`src/rtl/generic_sequential_divider.sv`:
```
// generic_sequential_divider: restoring shift/subtract divider, one quotient bit per clock.
// Define GENERIC_SEQUENTIAL_DIVIDER_SIGNED_EN for two's-complement truncating division.
module generic_sequential_divider #(
  parameter int WIDTH = 32
) (
  input  logic             CLK,
  input  logic             nRST,
  input  logic [WIDTH-1:0] A,
  input  logic [WIDTH-1:0] B,
  input  logic             START,
  output logic [WIDTH-1:0] Q,
  output logic [WIDTH-1:0] R,
  output logic             BUSY,
  output logic             VALID,
  output logic             DIVZERO
);
  typedef enum logic [1:0] {IDLE, RUN, FINISH} state_t;
  localparam int CW = $clog2(WIDTH + 1);
  state_t state_q, state_d;
  logic [CW-1:0] cnt_q, cnt_d;
  logic [WIDTH-1:0] rem_q, rem_d, dvd_q, dvd_d, dsr_q, dsr_d, q_q, q_d, r_q, r_d;
  logic dz_q, dz_d, valid_q, valid_d;
  logic [WIDTH:0] trial;
  // rem_q < dsr_q always holds, so the shifted remainder fits and trial[WIDTH] is the borrow
  assign trial = {rem_q, dvd_q[WIDTH-1]} - {1'b0, dsr_q};
`ifdef GENERIC_SEQUENTIAL_DIVIDER_SIGNED_EN
  logic sa_q, sa_d, sb_q, sb_d;
  logic [WIDTH-1:0] ma, mb;
  assign ma = A[WIDTH-1] ? -A : A;
  assign mb = B[WIDTH-1] ? -B : B;
`endif
  always_comb begin
    state_d = state_q;
    cnt_d   = cnt_q;
    rem_d   = rem_q;
    dvd_d   = dvd_q;
    dsr_d   = dsr_q;
    q_d     = q_q;
    r_d     = r_q;
    dz_d    = dz_q;
    valid_d = 1'b0;
`ifdef GENERIC_SEQUENTIAL_DIVIDER_SIGNED_EN
    sa_d    = sa_q;
    sb_d    = sb_q;
`endif
    case (state_q)
      IDLE: if (START) begin
        state_d = RUN;
        rem_d   = '0;
        cnt_d   = CW'(WIDTH);
`ifdef GENERIC_SEQUENTIAL_DIVIDER_SIGNED_EN
        dvd_d   = ma;
        dsr_d   = mb;
        sa_d    = A[WIDTH-1];
        sb_d    = B[WIDTH-1];
`else
        dvd_d   = A;
        dsr_d   = B;
`endif
      end
      RUN: begin
        rem_d   = trial[WIDTH] ? {rem_q[WIDTH-2:0], dvd_q[WIDTH-1]} : trial[WIDTH-1:0];
        dvd_d   = {dvd_q[WIDTH-2:0], ~trial[WIDTH]};
        cnt_d   = cnt_q - 1'b1;
        state_d = (cnt_q == CW'(1)) ? FINISH : RUN;
      end
      FINISH: begin
        state_d = IDLE;
        valid_d = 1'b1;
        dz_d    = (dsr_q == '0);
`ifdef GENERIC_SEQUENTIAL_DIVIDER_SIGNED_EN
        q_d     = (dsr_q == '0) ? '1 : (sa_q ^ sb_q) ? -dvd_q : dvd_q;
        r_d     = sa_q ? -rem_q : rem_q;
`else
        q_d     = dvd_q;
        r_d     = rem_q;
`endif
      end
      default: state_d = IDLE;
    endcase
  end
  always_ff @(posedge CLK or negedge nRST) begin
    if (!nRST) begin
      state_q <= IDLE;
      cnt_q   <= '0;
      rem_q   <= '0;
      dvd_q   <= '0;
      dsr_q   <= '0;
      q_q     <= '0;
      r_q     <= '0;
      dz_q    <= 1'b0;
      valid_q <= 1'b0;
    end else begin
      state_q <= state_d;
      cnt_q   <= cnt_d;
      rem_q   <= rem_d;
      dvd_q   <= dvd_d;
      dsr_q   <= dsr_d;
      q_q     <= q_d;
      r_q     <= r_d;
      dz_q    <= dz_d;
      valid_q <= valid_d;
    end
  end
`ifdef GENERIC_SEQUENTIAL_DIVIDER_SIGNED_EN
  always_ff @(posedge CLK or negedge nRST) begin
    if (!nRST) begin
      sa_q <= 1'b0;
      sb_q <= 1'b0;
    end else begin
      sa_q <= sa_d;
      sb_q <= sb_d;
    end
  end
`endif
  assign Q       = q_q;
  assign R       = r_q;
  assign DIVZERO = dz_q;
  assign VALID   = valid_q;
  assign BUSY    = (state_q != IDLE);
endmodule

```
`config.mk`:
```
export PLATFORM = sky130hd
export DESIGN_NAME = generic_sequential_divider
export DESIGN_NICKNAME = d
export VERILOG_FILES = /design/src/rtl/generic_sequential_divider.sv
export SDC_FILE = /design/constraint.sdc
export NUM_CORES = 1
export LEC_CHECK = 0
export CAP_MARGIN = 10
export CORE_UTILIZATION = 54
export CTS_CLUSTER_DIAMETER = 60
export CTS_CLUSTER_SIZE = 16
export DETAILED_ROUTE_END_ITERATION = 12
export PLACE_DENSITY = 0.8
export SETUP_SLACK_MARGIN = 0.15
export SLEW_MARGIN = 0
export SYNTH_ARGS = -nofsm -noshare
export SYNTH_HDL_FRONTEND = slang
export SYNTH_SLANG_ARGS = --single-unit
```
`constraint.sdc`:
```
create_clock -name CLK -period 4.6 [get_ports CLK]
set_input_delay 0.92 -clock CLK [delete_from_list [all_inputs] [get_ports CLK]]
set_output_delay 0.92 -clock CLK [all_outputs]
set_load 0.1 [all_outputs]
```
; Yosys cells after proc, flatten, opt, wreduce, memory -nomap -nowiden
; Cells that the tools add are included.
[word_totals]
regBits = 170
inputBits = 67
out_inout_bits = 67
word_cells = 33
[op_classes]
add_sub_neg = 2
n_eq_ne = 4
n_mux = 11
n_bitwise = 1
n_reduce_logical = 6
[ops]
columns = op, count
row1 = $pmux W32 S2, 2
row2 = $mux W32, 3
row3 = $sub A33 B32 Y33, 1
row4 = $logic_not A32 Y1, 1
row5 = $pmux W6 S2, 1
row6 = $eq A6 B1 Y1 const B, 1
row7 = $mux W6, 1
row8 = $sub A6 B1 Y6 const B, 1
row9 = $mux W2, 2
row10 = $pmux W2 S2, 1
row11 = $reduce_and A2 Y1, 2
row12 = $reduce_bool A2 Y1, 2
row13 = $eq A2 B1 Y1 const B, 1
row14 = $eq A2 B2 Y1 const B, 1
row15 = $logic_not A2 Y1, 1
row16 = $ne A2 B2 Y1 const B, 1
row17 = $mux W1, 1
row18 = $not A1 Y1, 1

; Depth between registers and ports, before layout
[logic_depth]
word_depth = 3
mapped_depth = 15
depth_no_buf = 14

; Worst setup path before layout
; Ideal clock, no wire load.
[synth_path]
path_type = register to register
from = register rem_q[6]
to = register rem_q[10]
setup_time_ns = 0.132
arrival_ns = 3.219
t_required_ns = 4.468
setup_slack_ns = 1.249
path_stages_with_launch = 13
path_buffers = 2
period_less_slack_ns = 3.351
path_cell_list = dfrtp_1 -> ha_1 -> buf_4 -> o21ai_1 -> a221o_1 -> or4b_4 -> a2111oi_2 -> nor2_2 -> a21o_1 -> a211oi_4 -> buf_8 -> mux2i_1 -> o21ai_1
[synth_via]
elab_chain_len = 3
[synth_lines]
columns = item, line
row1 = from (decl), 21  ; logic [WIDTH-1:0] rem_q, rem_d, dvd_q, dvd_d, dsr_q, dsr_d, q_q, q_d, r_q, r_d;
row2 = from (signal assigned), 96  ; rem_q <= rem_d;
row3 = $sub A33 B32 Y33, 25  ; assign trial = {rem_q, dvd_q[WIDTH-1]} - {1'b0, dsr_q};
row4 = $mux W32, 62  ; rem_d = trial[WIDTH] ? {rem_q[WIDTH-2:0], dvd_q[WIDTH-1]} : trial[WIDTH-1:0];
row5 = $pmux W32 S2, 46  ; case (state_q)
; Every way passes these cells.
; A chain may end at the register's enable or synchronous reset.

; Worst setup path in the final report
[layout_path]
from = register rem_q[6]
to = register rem_q[4]
; Same word-level chain as after synthesis.

==> qor.log <==
qor: yosys.yosys_warnings 0
qor: global_route.largest_net_degree_at_the_start_of_global_routing 102
qor: floorplanning.floorplan.initialDensity 55.7%
qor: yosys.synth_enable_flop_cells 0
qor: floorplanning.io_pins 134
qor: global_route.grt_pass1_wl 33.4 mm
qor: setup_path.reg2reg_from rem_q[6]
qor: sta.rsz_0062_raised_after_global_routing false
qor: detailed_routing.drtPass1Iterations 5
qor: global_route.met1_usage 35.8%
qor: floorplanning.design.core.area 15300 um2
qor: detailed_routing.initialDrtViolationCount 527
qor: sta.fin_worst_hold_slack 0.476 ns
qor: clock_network.cts.repair_timing.setup_buffer_count 0
qor: setup_path.worst_r2r_endpoint rem_q[4]
qor: status.run_status complete, no violations
qor: yosys.synth.yosys.seq_area_share 49.8%
qor: clock_network.cts_sinks 170
qor: global_route.grt_use_met2 41.2%
qor: hold_path.worstHoldPathType register to register
qor: clock_network.postCtsResizedCells 0
qor: yosys.synth_top_cell_by_area sky130_fd_sc_hd__dfrtp_1
qor: sta.final_hold_viol_count 0
qor: placed_design.post-dp-hpwl 13.7 mm
qor: yosys.postSynthRegisterBits 170
qor: sta.setup_slack 0.878 ns
qor: sta.worst_clock_skew 0.00623 ns
qor: global_route.grt_overflow_total 0
qor: yosys.synth.top_cell.area_share 49.8%
qor: finish.layout.cells.most_common_list 170 x sky130_fd_sc_hd__dfrtp_1, 156 x sky130_fd_sc_hd__nand2_1, 132 x sky130_fd_sc_hd__clkdlybuf4s50_1, 64 x sky130_fd_sc_hd__mux2_2, 54 x sky130_fd_sc_hd__o21ai_0
qor: global_route.groute.usage.overall 26.3%
qor: sta.worst_slew_pin_slew 1.03 ns
qor: global_route.grt_pass1_vias 6665
qor: yosys.synth_area 8540 um2
qor: hold_path.timing.hold.worst_endpoint cnt_q[4]
qor: detailed_routing.antenna_left 0
qor: detailed_routing.totalWireLength 20.1 mm
qor: yosys.syn_inst 843
qor: sta.max-slew-margin-rel 31.3%
qor: detailed_routing.route.detailed.wl_per_inst 16.9 um
qor: clock_network.cts_buffers 17
qor: sta.fmax 0.269 GHz
qor: floorplanning.height_of_the_die 128 um
qor: setup_path.critPathLaunchType register
qor: setup_path.crit_path_end_kind register
qor: finish.fin_nets 1066
qor: placed_design.gp_congestion 0.870
qor: sta.finalCriticalPeriod 3.72 ns
qor: global_route.gr-usage-met3 7.68%
qor: detailed_routing.route.detailed.drc 0
qor: job.timing.max_cap.violations 0
qor: hold_path.worst_hold_launch cnt_q[4]
qor: floorplanning.placement_rows 45
qor: finish.drive_above_1_share 11.9%
qor: yosys.ys_top_cells_by_area sky130_fd_sc_hd__dfrtp_1 50%, sky130_fd_sc_hd__mux2_2 8.4%, sky130_fd_sc_hd__nand2_1 6.9%
qor: clock_network.worst_skew_pair.late_latency 0.43 ns
qor: sta.slew_violations 0
qor: detailed_routing.routed-via-count 6690
qor: sta.final-setup-viol-count 0
qor: sta.min_period_over_period 80.9%
qor: clock_network.post_cts_hold_buffer_count 0
qor: clock_network.cts.clk_slew.worst_paths 0.07 ns
qor: setup_path.cp_max_fo 24
qor: clock_network.clock-root-buffer sky130_fd_sc_hd__clkbuf_16
qor: setup_path.cp_data_arrival_time 4.10 ns
qor: yosys.netlist-cell-type-count 54
qor: finish.layout_commonest_cell sky130_fd_sc_hd__dfrtp_1
qor: clock_network.htree_levels 4
qor: clock_network.clk_path_buf_depth 2
qor: setup_path.ff2ff_path_depth 12
qor: finish.num_antenna_cells 0
qor: yosys.async_reset_ff_share 100%
qor: setup_path.regToRegSetupSlack 0.88 ns
qor: clock_network.clock_tree_from_tritoncts built
qor: finish.layout-area-overhead-vs-synth 24.8%
qor: setup_path.required_time_reported_for_the_critical_path_endpoint 4.98 ns
qor: yosys.mappedNetlistNets 945
qor: global_route.busiest_layer_in_global_routing met2
qor: placed_design.dp_slack 0.885 ns
qor: detailed_routing.vias_per_cell 5.63
qor: global_route.antenna_found_initial 1
qor: setup_path.classification_of_the_worst_setup_path register to register
qor: placed_design.count_of_buffers_from_port_buffering 133
qor: floorplanning.die-area 16300 um2
qor: floorplanning.die_width 128 um
qor: sta.setup_tns 0 ns
qor: hold_path.hold_path_depth 1
qor: yosys.yosys_most_used_dff sky130_fd_sc_hd__dfrtp_1
qor: yosys.post_synth.cell_area_avg 10.1 um2
==> kinds of logic after synthesis <==
family	count (synthesis)	share of synthesized area, %
buffers and inverters	85	4.15
and+or+nand+nor	236	11.7
adders and majority gates	35	5.22
AOI/OAI and AO/OA	201	15.0
DFF	170	49.8
muxes	87	11.1
xor gates and xnor gates	29	2.98
==> layout make-up <==
| class | count | area [um2] |
|---|---|---|
| Inverter | 46 | 173 |
| Multi-Input combinational cell | 588 | 3950 |
| Timing Repair Buffer | 141 | 1390 |
| Sequential cell | 170 | 4250 |
| Fill cell | 1194 | 4660 |
| Clock inverter | 12 | 163 |
| Tap cell | 211 | 264 |
| Clock buffer | 20 | 457 |
==> state kept, by name, indices dropped and copies added, names as in the netlist <==
name and flops:
state_q 2, dsr_q 32, Q 32, cnt_q 6, rem_q 32, DIVZERO 1
VALID 1, dvd_q 32, R 32
==> worst max path at each step <==
| stage | startpoint | end | slack, ns |
|---|---|---|---|
| 6_report | rem_q[6] | rem_q[4] | 0.88 |
| 5_1_grt | dsr_q[7] | rem_q[4] | 0.66 |
| 4_1_cts | rem_q[6] | rem_q[25] | 0.87 |
| 3_5_place_dp | rem_q[6] | rem_q[4] | 0.88 |
| 3_3_place_gp | rem_q[6] | rem_q[23] | 1.02 |
| 2_1_floorplan | rem_q[6] | rem_q[10] | 1.25 |
==> critical path, cell delays in order, from the launching register on <==
cell                        delay (ns)
sky130_fd_sc_hd__dfrtp_1          0.41
sky130_fd_sc_hd__ha_1             0.41
sky130_fd_sc_hd__a21oi_1          0.13
sky130_fd_sc_hd__a221o_1          0.36
sky130_fd_sc_hd__or4b_4           0.54
sky130_fd_sc_hd__a2111oi_2        0.42
sky130_fd_sc_hd__nor2_2           0.08
sky130_fd_sc_hd__a21o_1           0.21
sky130_fd_sc_hd__a211oi_4         0.22
sky130_fd_sc_hd__buf_4            0.39
sky130_fd_sc_hd__nand2_4          0.14
sky130_fd_sc_hd__nor3_1           0.21
sky130_fd_sc_hd__a221o_1          0.13
==> routing by layer <==
layer / routed length, um / up-vias
met1: 9040 / 3288
met4: 311 / 2
met5: 12 / -
met3: 1220 / 28
li1: - / 3191
met2: 9520 / 181
==> through the flow <==
step                      utilization (%)  std cells  cell area, um2
after global routing                 69.6       1188           10700
after detailed placement             65.5       1156           10000
final                                69.6       1188           10700
after CTS                            69.6       1188           10700
after floorplan                         -        843            8540
after global placement               65.5       1156           10000
==> cell usage after synthesis (2+ instances only) <==
master and instances:
sky130_fd_sc_hd__a221o_1 5, sky130_fd_sc_hd__buf_1 3, sky130_fd_sc_hd__nand2b_1 4, sky130_fd_sc_hd__o21ai_1 25, sky130_fd_sc_hd__nand3_1 12, sky130_fd_sc_hd__and3_1 2, sky130_fd_sc_hd__xnor2_1 18, sky130_fd_sc_hd__ha_1 34
sky130_fd_sc_hd__nand2_1 156, sky130_fd_sc_hd__nor2b_1 4, sky130_fd_sc_hd__nor3_1 6, sky130_fd_sc_hd__o31ai_1 4, sky130_fd_sc_hd__nand4_1 3, sky130_fd_sc_hd__a21oi_1 29, sky130_fd_sc_hd__inv_1 46, sky130_fd_sc_hd__xor2_1 11
sky130_fd_sc_hd__mux2i_1 23, sky130_fd_sc_hd__a22oi_1 31, sky130_fd_sc_hd__a21o_1 14, sky130_fd_sc_hd__a211oi_1 7, sky130_fd_sc_hd__o31a_1 2, sky130_fd_sc_hd__a31oi_1 7, sky130_fd_sc_hd__o21a_1 3, sky130_fd_sc_hd__nor2_1 32
sky130_fd_sc_hd__dfrtp_1 170, sky130_fd_sc_hd__clkbuf_1 31, sky130_fd_sc_hd__buf_8 2, sky130_fd_sc_hd__and2_1 3, sky130_fd_sc_hd__o21bai_1 6, sky130_fd_sc_hd__o21ai_0 54, sky130_fd_sc_hd__mux2_2 64, sky130_fd_sc_hd__nor4_1 9
sky130_fd_sc_hd__nor2_2 2
Power is not shown: default switching activity piles up to over one toggle a cycle in this logic, so the estimate is an artifact.
==> RTL change 1 (config.mk and constraints unchanged) <==
Put one more register stage on the output `DIVZERO`. The value now appears one clock later. The other outputs are not delayed to match.
--- a/src/rtl/generic_sequential_divider.sv
+++ b/src/rtl/generic_sequential_divider.sv
@@ -117,3 +117,5 @@
   assign R       = r_q;
-  assign DIVZERO = dz_q;
+  always_ff @(posedge CLK) begin
+    DIVZERO <= dz_q;
+  end
   assign VALID   = valid_q;
Function: same outputs for any inputs over 10 cycles, from zero or initial values and one cycle with nRST low; that may be too few to reach the edited logic, so the function may still have changed.
==> RTL change 1 against the original RTL <==
  * Area after synthesis is 0.23% higher
  * Design area barely moved
  * Final cell count about the same
  * Worst setup slack worse by 0.17 ns
  * Critical path type unchanged
  * Sequential cell count is 1 higher
  * Routed wire length increased by 0.31%
  * Non-clock buffer count increased by 1
Power is left out: the tool's default activity adds up to more than one toggle a clock period on the data nets, which glitch-free logic cannot reach.
==> RTL change 1: results <==
[detailed_routing]
vias_per_cell = 5.638
drt_pass1_iterations = 5
first_iter_violations = 487
wl_met1_um = 9273
wl_met3_um = 1051
vias = 6703
top_layer = "met4"
dr_wl_met2_um = 9491
routedWlPerCell_um = 16.96

[worst_setup_path]
regToRegEndpoint = "rem_q[6]"
cp.arrival_ns = 4.21
startpoint = "dvd_q[31]"
cp_top_family = "compound AO/OA/AOI/OAI gates"
reg2reg_depth = 14
crit_end = "rem_q[6]"
critPathMaxFanout = 17
crit_slowest_cell = "or4b_4"
max_stage_delay_ns = 0.55

[synth]
syn_inst = 844
ys_top_cells_by_count = "dfrtp_1 (170), nand2_1 (156), mux2_2 (64), o21ai_0 (54), inv_1 (46)"
synthDistinctLibCells = 55
ys_warn_count = 0
syn_nets = 946
synthTopCellsByArea = "dfrtp_1 (50%), mux2_2 (8.4%), nand2_1 (6.8%)"
ys_seq_area_share_pct = 49.95
synthArstFlopShare_pct = 99.42

[place]
dp_worst_setup_slack_ns = 0.7175
place_congestion = 0.9121
dp_hpwl_um = 13890
placed_cell_area_sq_mm = 0.01006
io_buffers = 133
placedCellCount = 1158

[hold_path]
whs_path_depth = 0
hold_path_class = "register to register"
holdCritStartpoint = "dz_q"
hold_path_end = "DIVZERO"

[global_route]
grt_use_met3_pct = 6.720
antenna_found_initial = 0
grt_use_total_pct = 26.55
grt_max_degree = 98
grt_pass1_wl_um = 33550
grtUsageMet2_pct = 41.82
met1_usage_pct = 35.98

[timing]
hold_ws_ns = 0.3782
finClkSkew_ns = 0.008712
final.setup.worst_slack_ns = 0.7097
max-slew-margin-rel_pct = 29.75

[clock_network]
clkLatencyLatePin_ns = 0.43
cts_inserted_buffers = 17
cts_max_level = 4
clk_pin_slew_ns = 0.06
cts_resized = 0
cts_buffer_depth = 2
cts-root-buf = "clkbuf_16"
postCtsSetupRepairBufs = 0

[layout]
nets = 1068
diodes = 0
drive_gt1_share_pct = 11.96

[outcome]
status = "finished clean"
==> RTL change 1: changes by cell type in the layout (fill, tap and decap cells not counted) <==
cell,delta
clkbuf_1,-1
inv_6,-1
dfxtp_1,+1
clkinv_2,+1
bufinv_16,-1
buf_4,+1
clkinv_4,+1
==> RTL change 1: cells by family (layout without fill, tap and decap cells) <==
logic type,after synthesis,after routing,share of synthesized area [%]
AND/OR/NAND/NOR,236,236,11.64
AO/OA/AOI/OAI,201,201,14.99
flip-flops,171,171,49.95
multiplexers,87,87,11.11
buffers and inverters,85,219,4.138
adder cells (fa/ha/maj),35,35,5.205
XOR/XNOR,29,29,2.968
==> RTL change 1: layout make-up <==
cell class,count,area [sq um]
Clock buffer,19,452.9
Clock inverter,12,137.6
Fill cell,1226,4661
Inverter,46,172.7
Multi-Input combinational cell,588,3953
Sequential cell,171,4274
Tap cell,211,264.0
Timing Repair Buffer,142,1400
==> RTL change 2 (same settings) <==
Made on the original files. Add a define of `GENERIC_SEQUENTIAL_DIVIDER_SIGNED_EN`.
--- a/src/rtl/generic_sequential_divider.sv
+++ b/src/rtl/generic_sequential_divider.sv
@@ -2,2 +2,4 @@
 // Define GENERIC_SEQUENTIAL_DIVIDER_SIGNED_EN for two's-complement truncating division.
+`define GENERIC_SEQUENTIAL_DIVIDER_SIGNED_EN
+
 module generic_sequential_divider #(
Function: same outputs for any inputs over 10 cycles, from zero or initial values and one cycle with nRST low; that may be too few to reach the edited logic, so the function may still have changed.
==> RTL change 2 against the original RTL <==
  * Design area rose by 23%
  * Routed wire length rose by 37%
  * Worst setup slack worse by 0.023 ns
  * Sequential cell count grew 2
  * Die area is 28% higher
  * Area after synthesis is 28% higher
  * Utilization down 2.9 points
  * Fmax down 0.63%
  * Critical path depth is the same
  * Global-route usage grew 1.5 points
  * Highest routed layer is now met4
Power is left out: the tool's default activity adds up to more than one toggle a clock period on the data nets, which glitch-free logic cannot reach.
==> RTL change 2: results <==
[outcome]
status = "finished clean"

[synth]
avgSynthCellArea_sq_um = 8.651
syn_nets = 1374
synthTopCellsByArea = "dfrtp_1 (39%), xor2_1 (8.6%), o21ai_0 (7.8%)"
ys.flop_type = "dfrtp_1"
synth_mux_area_share_pct = 2.749
synthDistinctLibCells = 62
synthXorXnorAreaFrac_pct = 11.89
synthAdderAreaFrac_pct = 4.517
synthArstFlopShare_pct = 100.0
ys_top_cells_by_count = "dfrtp_1 (172), o21ai_0 (170), nand2_1 (147), xor2_1 (108), a21oi_1 (76)"
ys_warn_count = 0
synth-compound-area-share_pct = 20.53
ys_seq_area_share_pct = 39.24

[clock_network]
clk_pin_slew_ns = 0.06
postCtsSetupRepairBufs = 0
cts_inserted_buffers = 17
cts_max_level = 4
cts-root-buf = "clkbuf_16"
cts_resized = 0
clkLatencyLatePin_ns = 0.43
cts_buffer_depth = 2

[global_route]
grt_pass1_vias = 8985
grt_max_degree = 94
antenna_found_initial = 0
grt_pass1_wl_um = 45550
grt_use_total_pct = 27.87

[layout]
seqCellArea_sq_mm = 0.004304
drive_gt1_share_pct = 4.942
fin_cells = 1641
nets = 1470
fillers = 1576
diodes = 0

[place]
place_congestion = 0.9387
dp_hpwl_um = 19850
io_buffers = 133

[worst_setup_path]
cp.arrival_ns = 4.00
critPathMaxFanout = 25

[detailed_routing]
vias = 9637
wl_um = 27560
drt_pass1_iterations = 5
first_iter_violations = 663

[timing]
max-slew-margin-rel_pct = 29.53
finClkSkew_ns = 0.009111

[hold_path]
hold_path_class = "input port to asynchronous set/reset pin"
RTL change 2: cell types whose count changed in the layout (fill, tap and decap cells not counted), moves of 22 or more:
cell     before  now
xor2_1       11  108
a21oi_1      29   76
mux2_2       64    1
nand3_1      12   45
o31ai_1       4   27
nor2_1       31   66
o21ai_0      54  170
o21ai_1      25    3
RTL change 2: worst max-delay path, cell delays in order (launching register included):
cell	delay, ns
dfrtp_1	0.43
inv_1	0.18
fa_1	0.49
nor2b_1	0.17
o31a_1	0.23
o21ba_2	0.18
o211ai_1	0.11
a21boi_1	0.35
o221ai_1	0.30
xnor2_4	0.54
buf_12	0.27
mux2i_1	0.22
o21ai_0	0.11
RTL change 2: worst paths after layout:
kind                            slack, ns      from   endpoint  cells past startpoint
max in group asynchronous            3.17      nRST      Q[12]                      2
worst min-delay path                 0.48      nRST  rem_q[18]                      1
worst max register to register       0.85  rem_q[0]  rem_q[14]                     12
worst max-delay path                 0.85  rem_q[0]  rem_q[14]                     12
worst min register to register       0.48      R[4]       R[4]                      2
min in group CLK                     0.48      R[4]       R[4]                      2
RTL change 2: cells by family after synthesis:
family | count (synthesis)
fa+ha+maj | 39
xor+xnor | 148
buf+inv | 119
flops | 172
mux | 30
simple gates | 386
compound gates | 374
RTL change 2: area by class of cell:
class / instances / share of cell area (%)
inverter: 48 / 1.371
timing repair buffer: 148 / 11.09
sequential: 172 / 32.76
clock buffer: 20 / 3.399
tap: 265 / 2.523
clock inverter: 11 / 1.276
multi-input combinational: 977 / 47.58
RTL change 2: metal layers:
metal / vias to the layer above / GRT usage [%] / routed length [um]
li1: 4712 / - / -
met1: 4582 / 40.23 / 13120
met2: 305 / 43.55 / 12650
met3: 38 / 4.503 / 1404
met4: 0 / 6.704 / 386
met5: - / 0 / 0
RTL change 2: through the flow:
| stage | hold WS, ns | setup slack [ns] |
|---|---|---|
| global placement | 0.4594 | 0.6427 |
| floorplan | 0.4459 | 1.218 |
| detailed placement | 0.4690 | 0.6017 |
| finish | 0.4750 | 0.8541 |
| CTS | 0.4834 | 0.8484 |
| global route | 0.4983 | 0.5667 |
